## src/rtl/cpu5_muldiv.sv

```systemverilog
// cpu5_muldiv: iterative RV32M multiply/divide unit for the cpu5 execute stage.
// One radix-2 step per cycle (shift-add multiply, restoring divide) behind a
// valid/ready request/response handshake. Signed operands are converted to
// magnitudes on accept and the recorded sign is applied on the final step.
module cpu5_muldiv #(
   parameter int XLEN  = 32,
   parameter int CNT_W = 6
) (
   input  logic            clk,
   input  logic            reset,
   input  logic            flush,
   input  logic            req_valid,
   output logic            req_ready,
   input  logic [2:0]      funct3,
   input  logic [XLEN-1:0] src1,
   input  logic [XLEN-1:0] src2,
   output logic            resp_valid,
   input  logic            resp_ready,
   output logic [XLEN-1:0] result,
   output logic            busy
);

   typedef enum logic [1:0] {S_IDLE, S_CALC, S_DONE} state_t;

   localparam logic [XLEN-1:0] MIN_NEG = {1'b1, {(XLEN-1){1'b0}}};

   state_t              state_q, state_d;
   logic [2:0]          op_q, op_d;
   logic [CNT_W-1:0]    cnt_q, cnt_d;
   logic [2*XLEN-1:0]   prod_q, prod_d;
   logic [XLEN-1:0]     rem_q, rem_d;
   logic [XLEN-1:0]     opb_q, opb_d;
   logic                neg_q, neg_d;
   logic [XLEN-1:0]     result_q, result_d;

   logic                accept;
   logic                sign1, sign2;
   logic [XLEN-1:0]     abs1, abs2;
   logic [XLEN:0]       mul_sum;
   logic [2*XLEN-1:0]   mul_next;
   logic [XLEN:0]       div_shift, div_diff;
   logic                div_borrow;
   logic [XLEN-1:0]     rem_next, quo_next;
   logic [2*XLEN-1:0]   prod_signed;
   logic [XLEN-1:0]     quo_signed, rem_signed, calc_result;

   assign req_ready  = (state_q == S_IDLE) & ~flush;
   assign accept     = req_valid & req_ready;
   assign resp_valid = (state_q == S_DONE);
   assign busy       = (state_q != S_IDLE);
   assign result     = result_q;

   assign sign1 = src1[XLEN-1];
   assign sign2 = src2[XLEN-1];
   assign abs1  = sign1 ? -src1 : src1;
   assign abs2  = sign2 ? -src2 : src2;

   // One iteration of either algorithm, plus the sign-corrected result it would yield if it were the last
   always_comb begin
      mul_sum     = {1'b0, prod_q[2*XLEN-1:XLEN]} + ({1'b0, opb_q} & {(XLEN+1){prod_q[0]}});
      mul_next    = {mul_sum, prod_q[XLEN-1:1]};
      div_shift   = {rem_q, prod_q[XLEN-1]};
      div_diff    = div_shift - {1'b0, opb_q};
      div_borrow  = div_diff[XLEN];
      rem_next    = div_borrow ? div_shift[XLEN-1:0] : div_diff[XLEN-1:0];
      quo_next    = {prod_q[XLEN-2:0], ~div_borrow};
      prod_signed = neg_q ? -mul_next : mul_next;
      quo_signed  = neg_q ? -quo_next : quo_next;
      rem_signed  = neg_q ? -rem_next : rem_next;
      if (op_q[2]) begin
         calc_result = op_q[1] ? rem_signed : quo_signed;
      end else if (op_q[1:0] == 2'b00) begin
         calc_result = prod_signed[XLEN-1:0];
      end else begin
         calc_result = prod_signed[2*XLEN-1:XLEN];
      end
   end

   // Next-state and datapath loads: operand prep on accept, iteration in CALC, handoff in DONE
   always_comb begin
      state_d  = state_q;
      op_d     = op_q;
      cnt_d    = cnt_q;
      prod_d   = prod_q;
      rem_d    = rem_q;
      opb_d    = opb_q;
      neg_d    = neg_q;
      result_d = result_q;
      case (state_q)
         S_IDLE: begin
            if (accept) begin
               op_d    = funct3;
               cnt_d   = CNT_W'(XLEN);
               rem_d   = '0;
               state_d = S_CALC;
               case (funct3)
                  3'b001: begin
                     prod_d = {{XLEN{1'b0}}, abs1};
                     opb_d  = abs2;
                     neg_d  = sign1 ^ sign2;
                  end
                  3'b010: begin
                     prod_d = {{XLEN{1'b0}}, abs1};
                     opb_d  = src2;
                     neg_d  = sign1;
                  end
                  3'b100, 3'b110: begin
                     prod_d = {{XLEN{1'b0}}, abs1};
                     opb_d  = abs2;
                     neg_d  = funct3[1] ? sign1 : (sign1 ^ sign2);
                  end
                  default: begin
                     prod_d = {{XLEN{1'b0}}, src1};
                     opb_d  = src2;
                     neg_d  = 1'b0;
                  end
               endcase
               if (funct3[2] && (src2 == '0)) begin
                  state_d  = S_DONE;
                  result_d = funct3[1] ? src1 : '1;
               end else if (funct3[2] && !funct3[0] && (src1 == MIN_NEG) && (src2 == '1)) begin
                  state_d  = S_DONE;
                  result_d = funct3[1] ? '0 : src1;
               end
            end
         end
         S_CALC: begin
            cnt_d = cnt_q - CNT_W'(1);
            if (op_q[2]) begin
               prod_d = {prod_q[2*XLEN-1:XLEN], quo_next};
               rem_d  = rem_next;
            end else begin
               prod_d = mul_next;
            end
            if (cnt_q == CNT_W'(1)) begin
               state_d  = S_DONE;
               result_d = calc_result;
            end
         end
         S_DONE: begin
            if (resp_ready) begin
               state_d = S_IDLE;
            end
         end
         default: state_d = S_IDLE;
      endcase
      if (flush) begin
         state_d = S_IDLE;
      end
   end

   // State and datapath registers, cleared by the asynchronous reset
   always_ff @(posedge clk or posedge reset) begin
      if (reset) begin
         state_q  <= S_IDLE;
         op_q     <= '0;
         cnt_q    <= '0;
         prod_q   <= '0;
         rem_q    <= '0;
         opb_q    <= '0;
         neg_q    <= 1'b0;
         result_q <= '0;
      end else begin
         state_q  <= state_d;
         op_q     <= op_d;
         cnt_q    <= cnt_d;
         prod_q   <= prod_d;
         rem_q    <= rem_d;
         opb_q    <= opb_d;
         neg_q    <= neg_d;
         result_q <= result_d;
      end
   end

endmodule

```

## config.mk

```make
export PLATFORM = sky130hd
export DESIGN_NAME = cpu5_muldiv
export DESIGN_NICKNAME = d
export VERILOG_FILES = /design/src/rtl/cpu5_muldiv.sv
export SDC_FILE = /design/constraint.sdc
export NUM_CORES = 1
export LEC_CHECK = 0
export ABC_AREA = 1
export CELL_PAD_IN_SITES_DETAIL_PLACEMENT = 1
export CELL_PAD_IN_SITES_GLOBAL_PLACEMENT = 1
export CORE_ASPECT_RATIO = 0.6
export CORE_UTILIZATION = 43
export DETAILED_ROUTE_END_ITERATION = 6
export PLACE_DENSITY_LB_ADDON = 0.1
export RECOVER_POWER = 100
export SETUP_SLACK_MARGIN = 0.15
export SLEW_MARGIN = 40
export SYNTH_ARGS = -nofsm -noshare
export SYNTH_HDL_FRONTEND = slang
export SYNTH_SLANG_ARGS = --single-unit
export TNS_END_PERCENT = 10
```

## constraint.sdc

```tcl
create_clock -name clk -period 6.79 [get_ports clk]
set_input_delay 1.0185 -clock clk [delete_from_list [all_inputs] [get_ports clk]]
set_output_delay 1.0185 -clock clk [all_outputs]
set_load 0.05 [all_outputs]
```

Word level (Yosys, flattened, before mapping)

Cells that the tools add are included.

Input port bits: 72
Bits in registers: 172

Mux-type cells: 35
Add/sub/neg operators: 8
Bitwise gates (word level): 6
Reductions and logical operators: 19
Equality and inequality tests: 17

Operator list:

| cell                                             | count |
|---|---|
| 2-to-1 mux 32 bit                                | 18 |
| 2-to-1 mux 64 bit                                | 3 |
| negation 32 bit                                  | 4 |
| case mux 32 bit (2 select lines)                 | 2 |
| case mux 64 bit (2 select lines)                 | 1 |
| == test 32 bit, second input constant            | 2 |
| negation 64 bit                                  | 1 |
| adder 32 x 33 -> 33 bit                          | 1 |
| AND 32 x 33 -> 33 bit                            | 1 |
| subtractor 33 x 32 -> 33 bit                     | 1 |
| zero test 32 bit                                 | 1 |
| 2-to-1 mux 2 bit                                 | 6 |
| case mux 6 bit (2 select lines)                  | 1 |
| AND reduction 3 bit                              | 3 |
| inequality test 2 bit, second input constant     | 4 |
| == test 3 bit, second input constant             | 2 |
| == test 6 x 1 -> 1 bit, second input constant    | 1 |
| 2-to-1 mux 6 bit                                 | 1 |
| inequality test 3 bit, second input constant     | 2 |
| case mux 2 bit (3 select lines)                  | 1 |
| subtractor 6 x 1 -> 6 bit, second input constant | 1 |
| logical AND 1 bit                                | 4 |
| zero test 2 bit                                  | 2 |
| AND reduction 2 bit                              | 2 |
| 17 further kinds                                 | 20 |

Depth between registers and ports, before layout

Gate-level depths: netlist of run 1.

Word-level depth: 9
Gate-level depth with buffers: 28
Depth with buffers taken out: 27

Least setup slack after synthesis of run 1

No wires, ideal clock.

Path type: register to register
Start point: reg prod_q[31]
End point: reg result_q[18], in the netlist result[18]
Setup time: 0.077 ns
Slack: 3.358 ns
Path buffers: 1
Arrival: 3.354 ns
Cell stages (with the launch flop): 24
Cells stage by stage: dfrtp_1 inv_1 ha_1 fa_1 inv_1 nand2_1 nand2_1 nand3_1 nand2_2 nand2_2 nand2_2 nand2_4 nand3_2 nand2_8 buf_4 ha_1 nor2_1 clkinv_1 nand2_1 xor2_1 nand2_1 o21ai_1 nand2_1 a21oi_1

Longest elaborated chain between the ends: 8
Elaborated cells between the ends (all ways): 14
Those cells by class: add/sub: 4; mux: 9; bitwise: 1

Ends and longest elaborated chain:

| element                                        | line   | RTL |
|---|---|---|
| start, declared                                | 30     | `logic [2*XLEN-1:0] prod_q, prod_d;` |
| start signal, assigned                         | 167    | `prod_q <= prod_d;` |
| subtractor 33 x 32 -> 33 bit                   | 63     | `div_diff = div_shift - {1'b0, opb_q};` |
| 2-to-1 mux 32 bit or NOT 1 bit (tied branches) | 65, 66 |  |
| negation 32 bit (on tied branches)             | 69, 68 |  |
| 2-to-1 mux 32 bit (on tied branches)           | 69, 68 |  |
| 2-to-1 mux 32 bit                              | 71     | `calc_result = op_q[1] ? rem_signed : quo_signed;` |
| 2-to-1 mux 32 bit (*)                          | 70     | `if (op_q[2]) begin` |
| 2-to-1 mux 32 bit (*)                          | 135    | `if (cnt_q == CNT_W'(1)) begin` |
| case mux 32 bit (2 select lines) (*)           | 89     | `case (state_q)` |
| end signal, assigned                           | 171    | `result_q <= result_d;` |
| end, declared                                  | 34     | `logic [XLEN-1:0] result_q, result_d;` |

Every way passes the cells marked *; elsewhere a longest branch is shown, timed or not. The select of a mux whose other input is x is not followed.
A chain may end at the register's enable or synchronous reset.

Final worst setup path of run 1

Start point: reg opb_q[0]
End point: reg result_q[18], in the netlist result[18]

Longest elaborated chain between the ends: 8
Elaborated cells between the ends (all ways): 16
Those cells by class: add/sub: 5; mux: 9; bitwise: 2

Ends and longest elaborated chain:

| element                                                               | line   | RTL |
|---|---|---|
| start, declared                                                       | 32     | `logic [XLEN-1:0] opb_q, opb_d;` |
| start signal, assigned                                                | 169    | `opb_q <= opb_d;` |
| AND 32 x 33 -> 33 bit or subtractor 33 x 32 -> 33 bit (tied branches) | 60, 63 |  |
| adder 32 x 33 -> 33 bit (tied with other cells)                       | 60     | `mul_sum = {1'b0, prod_q[2*XLEN-1:XLEN]} + ({1'b0, opb_q} & {(XLEN+1){prod_q[0]}});` |
| negation 64 bit (tied with other cells)                               | 67     | `prod_signed = neg_q ? -mul_next : mul_next;` |
| 2-to-1 mux 64 bit (tied with other cells)                             | 67     |  |
| 2-to-1 mux 32 bit (on tied branches)                                  | 72, 71 |  |
| 2-to-1 mux 32 bit (*)                                                 | 70     |  |
| 2-to-1 mux 32 bit (*)                                                 | 135    |  |
| case mux 32 bit (2 select lines) (*)                                  | 89     |  |

Marked as above.

==> flow_summary.toml, run 1 <==
[status]
status = "finished with violations"
violations = "capacitance limit, slew limit"

[drt]
vias_per_cell = 6.065
vias = 25153
wl_per_cell_um = 24.28
dr.first_iter.drc_count = 3061
dr.pass1.iters = 6
drc = 0
wl_um = 100700
detail-route-antenna-nets = 0

[power]
leakage_nw = 11.35
power_density_nw_per_um2 = 611.8
p_total_mw = 13.39
ir_worst_vdd_mv = 0.3522

[yosys]
ys_ff_latch = 172
ys_types = 54
synth_fp_nets = 3625
synth-async-reset-ratio_pct = 100.0
synth-edff-count = 0
ys.flop_type = "dfrtp_1"
avgSynthCellArea_sq_um = 5.689
syn_area_sq_um = 19790
synth_warnings = 0
synthCells = 3479
synth-seq-area-share_pct = 21.75

[placement]
routabilityCongestion = 1.033
place_hpwl_um = 82000
dp_slack_ps = 1859
io_buffers = 106

[critical_path]
crit_path_end_kind = "register"
worstSetupPathType = "register to register"
worstSetupStartpointType = "register"
crit_path_frequent_cell = "nand2_1"
crit_required_ps = 7200
crit_chain = "ha_1 > fa_1 > inv_1 > nand2_1 > nand2_1 > nand3_1 > nand2_1 > nand2_1 > nand2_2 > nand2_1 > nand3_1 > nand2_4 > nand2_1 > nand2_1 > ha_1 > nand3_1 > inv_1 > nand3_1 > nand2_1 > nand3_1 > nand2_1 > o21ai_0 > nand2_1 > a21oi_1"
cpMaxStageDelayCell = "dfrtp_1"
max_stage_delay_ps = 580
crit_fanout = 43
arrival_ps = 6000

[floorplan]
row_count = 60
die-area_sq_um = 46920
die_x_um = 279.0
core_area_sq_um = 45120
start_util_pct = 43.87
fp.dieH_um = 168.2
ios = 107

[sta]
timing.final.crit_share_pct = 82.23
period_needed_ps = 5584
hold_slack_ps = 505.2
final_hold_viol_count = 0
rsz0062_at_grt = "no"
finalSetupViolCount = 0
report.final.slew_viol_count = 234
maxSlewHeadroom_pct = -185.3
fin_skew_ps = 26.87
tns_ps = 0
max_freq_mhz = 179.1
layout_setup_ws_ps = 1206
worstMarginPinSlew_ps = 4279

[clocking]
cts_buffer_depth = 2
cts_made_buffers = 17
h-tree-depth = 4
cts_setup_buffers = 0
cts.repair.resized = 0
clkLatencyLatePin_ps = 500
cts_sinks = 172
cts_tree = "done"
root_buffer = "clkbuf_16"
hold_buffers = 0
cts.clk_slew.worst_paths_ps = 90

[grt]
antenna_found_initial = 3
first_global_vias = 24242
grt_pass1_wl_um = 150200
grt_max_degree = 93
grt_overflow = 0
grtUsageTotal_pct = 42.51

[cells_and_area]
area_delta_synth_final_pct = 10.58
fin_util_pct = 48.51
final_nets = 3658
drive_gt1_share_pct = 3.688

[job]
max-cap-violations = 4

[min_path]
worstHoldPathType = "register to register"
## state kept, by name, indices dropped and copies added, names as in the netlist
name / flops
rem_q: 32
op_q: 3
state_q: 2
opb_q: 32
prod_q: 64
cnt_q: 6
result: 32
neg_q: 1
## cell usage after synthesis (6+ instances only)
library cell / number / area share [%]
nor3_1: 45 / 1.1
xor2_1: 45 / 2.0
buf_1: 15 / 0.28
o21ai_1: 12 / 0.30
nand3_1: 318 / 8.0
ha_1: 72 / 4.6
nand2_1: 1086 / 21
o21ai_0: 253 / 6.4
o2111ai_1: 6 / 0.27
nand4_1: 51 / 1.6
a31oi_1: 39 / 1.2
dfrtp_1: 172 / 22
nor4_1: 11 / 0.35
o221ai_1: 16 / 0.71
or2_2: 8 / 0.25
clkbuf_1: 88 / 1.7
inv_1: 513 / 9.7
clkinv_1: 7 / 0.13
buf_2: 7 / 0.18
nand2_2: 24 / 0.76
xnor2_1: 14 / 0.62
nand3b_1: 23 / 0.87
a21oi_1: 168 / 4.2
nor2_1: 329 / 6.2
o211ai_1: 20 / 0.76
a22oi_1: 8 / 0.30
nor2_2: 14 / 0.44
inv_2: 8 / 0.15
buf_4: 8 / 0.30
o22ai_1: 39 / 1.2
## critical path, delay by kind of cell (launching register included)
family,cells,cell delay [ps]
compound gates,2,630
fa+ha+maj,3,1040
buf+inv,2,230
flops,1,580
simple gates,17,2990
## per-layer routing
metal	vias up	GRT usage, %	part of all wire (%)
met1	12329	64.01	47
met5	-	0	0.024
met3	144	14.70	14
met2	1346	56.88	38
met4	4	9.317	2.0
li1	11330	-	-
## power by group
group          leakage [nW]  switching (mW)  internal (mW)
Clock                 0.292           0.575          0.497
Sequential             2.17           0.607           1.48
Combinational          8.88            7.54           2.69
Total                  11.3            8.73           4.67
## area by class of cell
class | instances | area [sq um]
clock buffers | 17 | 425.4
repair buffers | 137 | 1291
inverters | 528 | 1986
fillers | 6411 | 23230
flip-flops and latches | 172 | 4308
clock inverters | 15 | 162.7
well taps | 620 | 775.7
diodes | 2 | 5.005
multi-input cells | 2656 | 12930
## worst paths after layout
check,slack [ps],cells past startpoint,from,to
max,1210,24,opb_q[0]$_DFFE_PP0P_,result[18]$_DFFE_PP0P_
min,510,1,cnt_q[4]$_DFFE_PP0P_,cnt_q[4]$_DFFE_PP0P_
max reg2reg,1210,24,opb_q[0]$_DFFE_PP0P_,result[18]$_DFFE_PP0P_
min reg2reg,510,1,cnt_q[4]$_DFFE_PP0P_,cnt_q[4]$_DFFE_PP0P_
max in group asynchronous,2140,2,reset,neg_q$_DFFE_PP0P_
min in group asynchronous,2250,2,reset,rem_q[0]$_DFFE_PP0P_
## per-stage QoR
step                cell area, sq um  cells
floorplan                      19790   3479
CTS                            21960   4145
detailed placement             21370   4113
global route                   21880   4145
global placement               21360   4113
finish                         21890   4147
## layout by cell type, fill, tap and decap left out, types with 39 or more instances in the layout
| master | instances |
|---|---|
| o21ai_0 | 257 |
| nor3_1 | 45 |
| inv_1 | 511 |
| a21oi_1 | 169 |
| a31oi_1 | 39 |
| dfrtp_1 | 171 |
| nand3_1 | 320 |
| ha_1 | 72 |
| dlygate4sd3_1 | 39 |
| o22ai_1 | 39 |
| nand4_1 | 51 |
| nand2_1 | 1095 |
| nor2_1 | 330 |
| clkdlybuf4s50_1 | 67 |
| xor2_1 | 45 |
## kinds of logic after synthesis
| logic type | after synthesis | share of synthesized area, % |
|---|---|---|
| xor gates and xnor gates | 59 | 2.611 |
| buffers and inverters | 651 | 12.72 |
| DFF | 172 | 21.75 |
| adders and majority gates | 75 | 4.804 |
| AOI/OAI and AO/OA | 587 | 16.56 |
| and+or+nand+nor | 1935 | 41.56 |
Note: power is estimated with default switching activity, not from simulation.
==> run 2: changes to the inputs <==
==> constraint.sdc (replaced) <==
create_clock -name clk -period 5.65 [get_ports clk]
set_input_delay 0.8475 -clock clk [delete_from_list [all_inputs] [get_ports clk]]
set_output_delay 0.8475 -clock clk [all_outputs]
set_load 0.05 [all_outputs]
==> run 2 against run 1 <==
Compared with the run above:
- the flow still finishes with violations (capacitance limit, slew limit)
- design area hardly changed
- final cell count barely moved
- clock-buffer cell count stayed put
- non-clock buffer count unchanged
- clock skew fell by 4.4 ps
- critical path depth down 1
- sequential power rose by 22%
- combinational power up 19%
- global-route usage down 1.1 points
==> flow_summary.toml, run 2 (synthesis gave the netlist of run 1 again) <==
[cells_and_area]
final_nets = 3658
largest_reg_flops = 64
final_common_cell = "nand2_1"
final_cell_area_sq_um = 21900
area_delta_synth_final_pct = 10.63
largest-register = "prod_q"
fin_util_pct = 48.53
final_cell_mix = "1088 x nand2_1, 511 x inv_1, 331 x nor2_1"
drive_gt1_share_pct = 3.661
num_antenna_cells = 0

[clocking]
cts_setup_buffers = 0
cts_sinks = 172
clkLatencyLatePin_ps = 490
cts.repair.resized = 0
cts.clk_slew.worst_paths_ps = 80
root_buffer = "clkbuf_16"
hold_buffers = 0
h-tree-depth = 4
cts_made_buffers = 17
cts_buffer_depth = 2
cts_tree = "done"

[grt]
grtUsageTotal_pct = 41.41
grt_pass1_wl_um = 147200
grt_overflow = 0
first_global_vias = 24090
grt_max_degree = 87
antenna_found_initial = 2

[sta]
rsz0062_at_grt = "no"
final_hold_viol_count = 0
finalSetupViolCount = 0
tns_ps = 0
max_freq_mhz = 198.7
period_needed_ps = 5032
maxSlewHeadroom_pct = -84.45
fin_skew_ps = 22.45
report.final.slew_viol_count = 211
timing.final.crit_share_pct = 89.06
worstMarginPinSlew_ps = 2767

[critical_path]
crit_path_end_kind = "register"
crit_path_frequent_cell = "nand2_1"
max_stage_delay_ps = 550
crit_fanout = 43
crit_chain = "inv_1 > ha_1 > nand2_1 > clkinv_1 > nand2_1 > nand2_1 > inv_1 > nand2_1 > a21oi_1 > nand3_2 > nand2_4 > nand2_1 > nand2_2 > nand3_1 > nor2_1 > nand2_1 > nand2_1 > nand2_1 > nand2_1 > nand3_1 > nand2_1 > nand2_1 > a21oi_2"
worstSetupStartpointType = "register"
cpMaxStageDelayCell = "nand2_4"
arrival_ps = 5440
crit_required_ps = 6060
worstSetupPathType = "register to register"

[floorplan]
fp.dieH_um = 168.2
row_count = 60
ios = 107
die_x_um = 279.0
core_area_sq_um = 45120
die-area_sq_um = 46920
start_util_pct = 43.87

[drt]
detail-route-antenna-nets = 0
wl_um = 97430
wl_per_cell_um = 23.51
vias = 24795
dr.first_iter.drc_count = 2902
drc = 0
dr.pass1.iters = 6
vias_per_cell = 5.983

[job]
max-cap-violations = 5

[placement]
dpl_cell_area_sq_um = 21360
place_hpwl_um = 79220
routabilityCongestion = 1.030
io_buffers = 106

[status]
violations = "capacitance limit, slew limit"
status = "finished with violations"

[power]
p_total_mw = 16.03
power_density_nw_per_um2 = 732.1
ir_worst_vdd_mv = 0.6779
leakage_nw = 11.36

[min_path]
worstHoldPathType = "register to register"
-- run 2: cell count changes in the layout (fill, tap and decap cells not counted), sizes merged --
cell	previous run	this run
inv	531	524
bufinv	0	4
buf	27	24
clkbuf	21	24
clkdlybuf4s50	67	65
diode	2	0
dlygate4sd3	39	41
clkinv	11	12
clkinvlp	1	2
-- run 2: cell type report --
class                   instances  area, sq um
fillers                      6456        23220
multi-input cells            2656        12920
flip-flops and latches        172         4308
inverters                     528         1987
repair buffers                137         1271
well taps                     620        775.7
clock buffers                  17        425.4
clock inverters                14        203.9
-- run 2: metrics by stage --
step,setup WS [ps],hold slack (ps),instances
after floorplan,2218,450.0,3479
after global placement,1115,466.6,4113
after detailed placement,914.5,488.3,4113
after CTS,1139,499.2,4144
after global routing,332.2,526.9,4144
final,618.1,501.3,4144
-- run 2: per-layer routing --
| layer | share of wire (%) | vias up | track usage [%] | wire length, um |
|---|---|---|---|---|
| met1 | 46 | 12180 | 61.19 | 45280 |
| met2 | 40 | 1180 | 59.05 | 39140 |
| met3 | 11 | 130 | 11.73 | 10980 |
| li1 | - | 11303 | - | - |
| met5 | 0.013 | - | 0 | 13 |
| met4 | 2.1 | 2 | 8.672 | 2009 |
-- run 2: final timing paths --
kind | startpoint | to | slack (ps) | cells past startpoint
worst max-delay path | opb_q[23]$_DFFE_PP0P_ | result[31]$_DFFE_PP0P_ | 620 | 23
worst min-delay path | cnt_q[5]$_DFFE_PP0P_ | cnt_q[5]$_DFFE_PP0P_ | 500 | 1
worst max register to register | opb_q[23]$_DFFE_PP0P_ | result[31]$_DFFE_PP0P_ | 620 | 23
worst min register to register | cnt_q[5]$_DFFE_PP0P_ | cnt_q[5]$_DFFE_PP0P_ | 500 | 1
max in group asynchronous | reset | opb_q[27]$_DFFE_PP0P_ | 1650 | 3
min in group asynchronous | reset | rem_q[20]$_DFFE_PP0P_ | 960 | 2
-- run 2: critical path, delay by kind of cell, from the launching register on --
| family | cells | cell delay, ps |
|---|---|---|
| simple gates | 17 | 3240 |
| buf+inv | 3 | 370 |
| compound gates | 2 | 550 |
| fa+ha+maj | 1 | 400 |
| flops | 1 | 390 |
-- run 2: report_power, final --
part	leakage (nW)	internal [mW]	switching (mW)	total (mW)
sequential	2.17	1.78	0.767	2.54
combinational	8.88	3.23	8.88	12.1
clock	0.310	0.750	0.633	1.38
==> run 3: changes to the inputs <==
--- a/config.mk
+++ b/config.mk
@@ -13,7 +13,6 @@
 export DETAILED_ROUTE_END_ITERATION = 6
 export PLACE_DENSITY_LB_ADDON = 0.1
 export RECOVER_POWER = 100
-export SETUP_SLACK_MARGIN = 0.15
 export SLEW_MARGIN = 40
 export SYNTH_ARGS = -nofsm -noshare
 export SYNTH_HDL_FRONTEND = slang
==> run 3 against run 2 <==
Compared with the run above:
- combinational power hardly changed
- first-iteration DRC count is 19% lower
- the flow still finishes with violations (capacitance limit, slew limit)
- die area stayed put
- critical endpoint is now result[17]$_DFFE_PP0P_
- global-route usage is 0.11 points higher
- design area is 0.15% lower
- critical path depth is 2 lower
- core utilization is 0.072 points lower
==> flow_summary.toml, run 3 (synthesis gave the netlist of run 1 again) <==
[critical_path]
crit_fanout = 33
rr_worst_depth = 21
reg2reg_to = "result[17]$_DFFE_PP0P_"
crit_required_ps = 6000
r2r_setup_slack_ps = 440
crit_path_frequent_cell = "nand2_1"
cpMaxStageDelayCell = "fa_1"
worstSetupStartpointType = "register"
worstSetupPathType = "register to register"
crit_chain = "clkbuf_2 > nand2_1 > inv_1 > ha_1 > fa_1 > nand4_1 > nand2_1 > nand2_1 > nand2_1 > nand2_1 > nand2_1 > nor2_1 > nand2_1 > nor2_1 > nand2_1 > nor2_1 > nor2_1 > xor2_1 > a21oi_1 > nor3_1 > a21oi_1"
max_stage_delay_ps = 530
crit_buf_inv = 2
reg2reg_from = "prod_q[0]$_DFFE_PP0P_"
crit_family = "simple AND/OR/NAND/NOR gates"
arrival_ps = 5560
crit_path_end_kind = "register"

[drt]
wl_um = 98150
vias = 24674
dr.pass1.iters = 6
drc = 0
detail-route-antenna-nets = 0
dr.first_iter.drc_count = 2364
vias_per_cell = 5.957
wl_per_cell_um = 23.70

[cells_and_area]
final_cell_mix = "1088 x nand2_1, 512 x inv_1, 331 x nor2_1"
final_cell_area_sq_um = 21860
drive_gt1_share_pct = 3.691
num_antenna_cells = 0
fin_util_pct = 48.46
final_nets = 3655
largest-register = "prod_q"
final_common_cell = "nand2_1"
area_delta_synth_final_pct = 10.46
largest_reg_flops = 64

[placement]
dpl_cell_area_sq_um = 21350
place_hpwl_um = 80100
io_buffers = 106
routabilityCongestion = 1.084
dp_slack_ps = 1114

[sta]
report.final.slew_viol_count = 351
fin_skew_ps = 16.50
worstMarginPinSlew_ps = 3003
final_hold_viol_count = 0
tns_ps = 0
period_needed_ps = 5206
rsz0062_at_grt = "no"
finalSetupViolCount = 0
max_freq_mhz = 192.1
hold_slack_ps = 503.5
layout_setup_ws_ps = 443.7
maxSlewHeadroom_pct = -100.2
timing.final.crit_share_pct = 92.15

[clocking]
cts_buffer_depth = 2
cts.clk_slew.worst_paths_ps = 90
cts_setup_buffers = 0
cts_tree = "done"
clkLatencyLatePin_ps = 490
root_buffer = "clkbuf_16"
hold_buffers = 0
cts_sinks = 172
cts_made_buffers = 17
h-tree-depth = 4
cts.repair.resized = 0

[power]
power.internal_mw = 5.615
p_comb_share_pct = 76.1
switching_share_pct = 64.69
leakage_nw = 11.34
switchingPower_mw = 10.29
power_density_nw_per_um2 = 727.3
power_frac_clock_pct = 8.1
seqPwrFrac_pct = 15.8
ir_worst_vdd_mv = 0.5347

[min_path]
worstHoldStart = "cnt_q[5]$_DFFE_PP0P_"
worstHoldPathCells = 1
worstHoldPathType = "register to register"
min_to = "cnt_q[5]$_DFFE_PP0P_"

[floorplan]
fp.dieH_um = 168.2
die-area_sq_um = 46920
ios = 107
core_area_sq_um = 45120
start_util_pct = 43.87
row_count = 60
die_x_um = 279.0

[grt]
grt_pass1_wl_um = 146800
grt_overflow = 0
grt_max_degree = 93
antenna_found_initial = 2
first_global_vias = 24184
grtUsageTotal_pct = 41.51

[status]
violations = "capacitance limit, slew limit"
status = "finished with violations"

[job]
max-cap-violations = 5
-- run 3: changes by cell type in the layout (fill, tap and decap cells not counted), moves of 3 or more --
| cell | before | now |
|---|---|---|
| o21ai_0 | 256 | 253 |
| buf_4 | 24 | 20 |
| inv_6 | 7 | 2 |
| o21ai_1 | 9 | 12 |
| inv_8 | 0 | 6 |
| bufinv_16 | 4 | 0 |
-- run 3: routing by layer --
layer | part of all wire [%] | vias up | global-route usage (%)
met4 | 2.4 | 4 | 10.63
met2 | 40 | 1134 | 58.51
met5 | 0.14 | - | 1.949
li1 | - | 11306 | -
met3 | 12 | 140 | 14.85
met1 | 46 | 12090 | 59.11
-- run 3: power by group through the flow --
stage | Combinational [mW] | Sequential (mW) | Clock [mW]
detailed placement | 11.7 | 2.48 | 0
floorplan | 7.56 | 2.52 | 0
finish | 12.1 | 2.51 | 1.28
global route | 13.1 | 2.54 | 1.32
CTS | 11.7 | 2.46 | 1.27
global placement | 11.3 | 2.45 | 0
-- run 3: how the worst max path moves through the flow --
stage / startpoint / to / slack, ps / depth (start not counted)
after floorplan: reset / cnt_q[0]$_DFFE_PP0P_ / 140 / 1
after global routing: prod_q[0]$_DFFE_PP0P_ / result[17]$_DFFE_PP0P_ / 390 / 21
after detailed placement: src1[0] / result[12]$_DFFE_PP0P_ / 1110 / 15
after global placement: prod_q[0]$_DFFE_PP0P_ / result[14]$_DFFE_PP0P_ / 1270 / 21
final: prod_q[0]$_DFFE_PP0P_ / result[17]$_DFFE_PP0P_ / 440 / 21
after CTS: prod_q[0]$_DFFE_PP0P_ / result[17]$_DFFE_PP0P_ / 1130 / 21
-- run 3: stage by stage --
stage          instances  total power, mW
2_1_floorplan       3479            10.08
3_3_place_gp        4110            13.71
3_5_place_dp        4110            14.16
4_1_cts             4142            15.48
5_1_grt             4142            16.93
6_report            4142            15.90
-- run 3: cell type report --
cell class,count,area [sq um]
clock buffer,18,439.2
clock inverter,14,148.9
fill,6419,23250
inverter,528,1992
multi-input combinational,2656,12950
sequential,172,4308
tap,620,775.7
timing repair buffer,134,1252
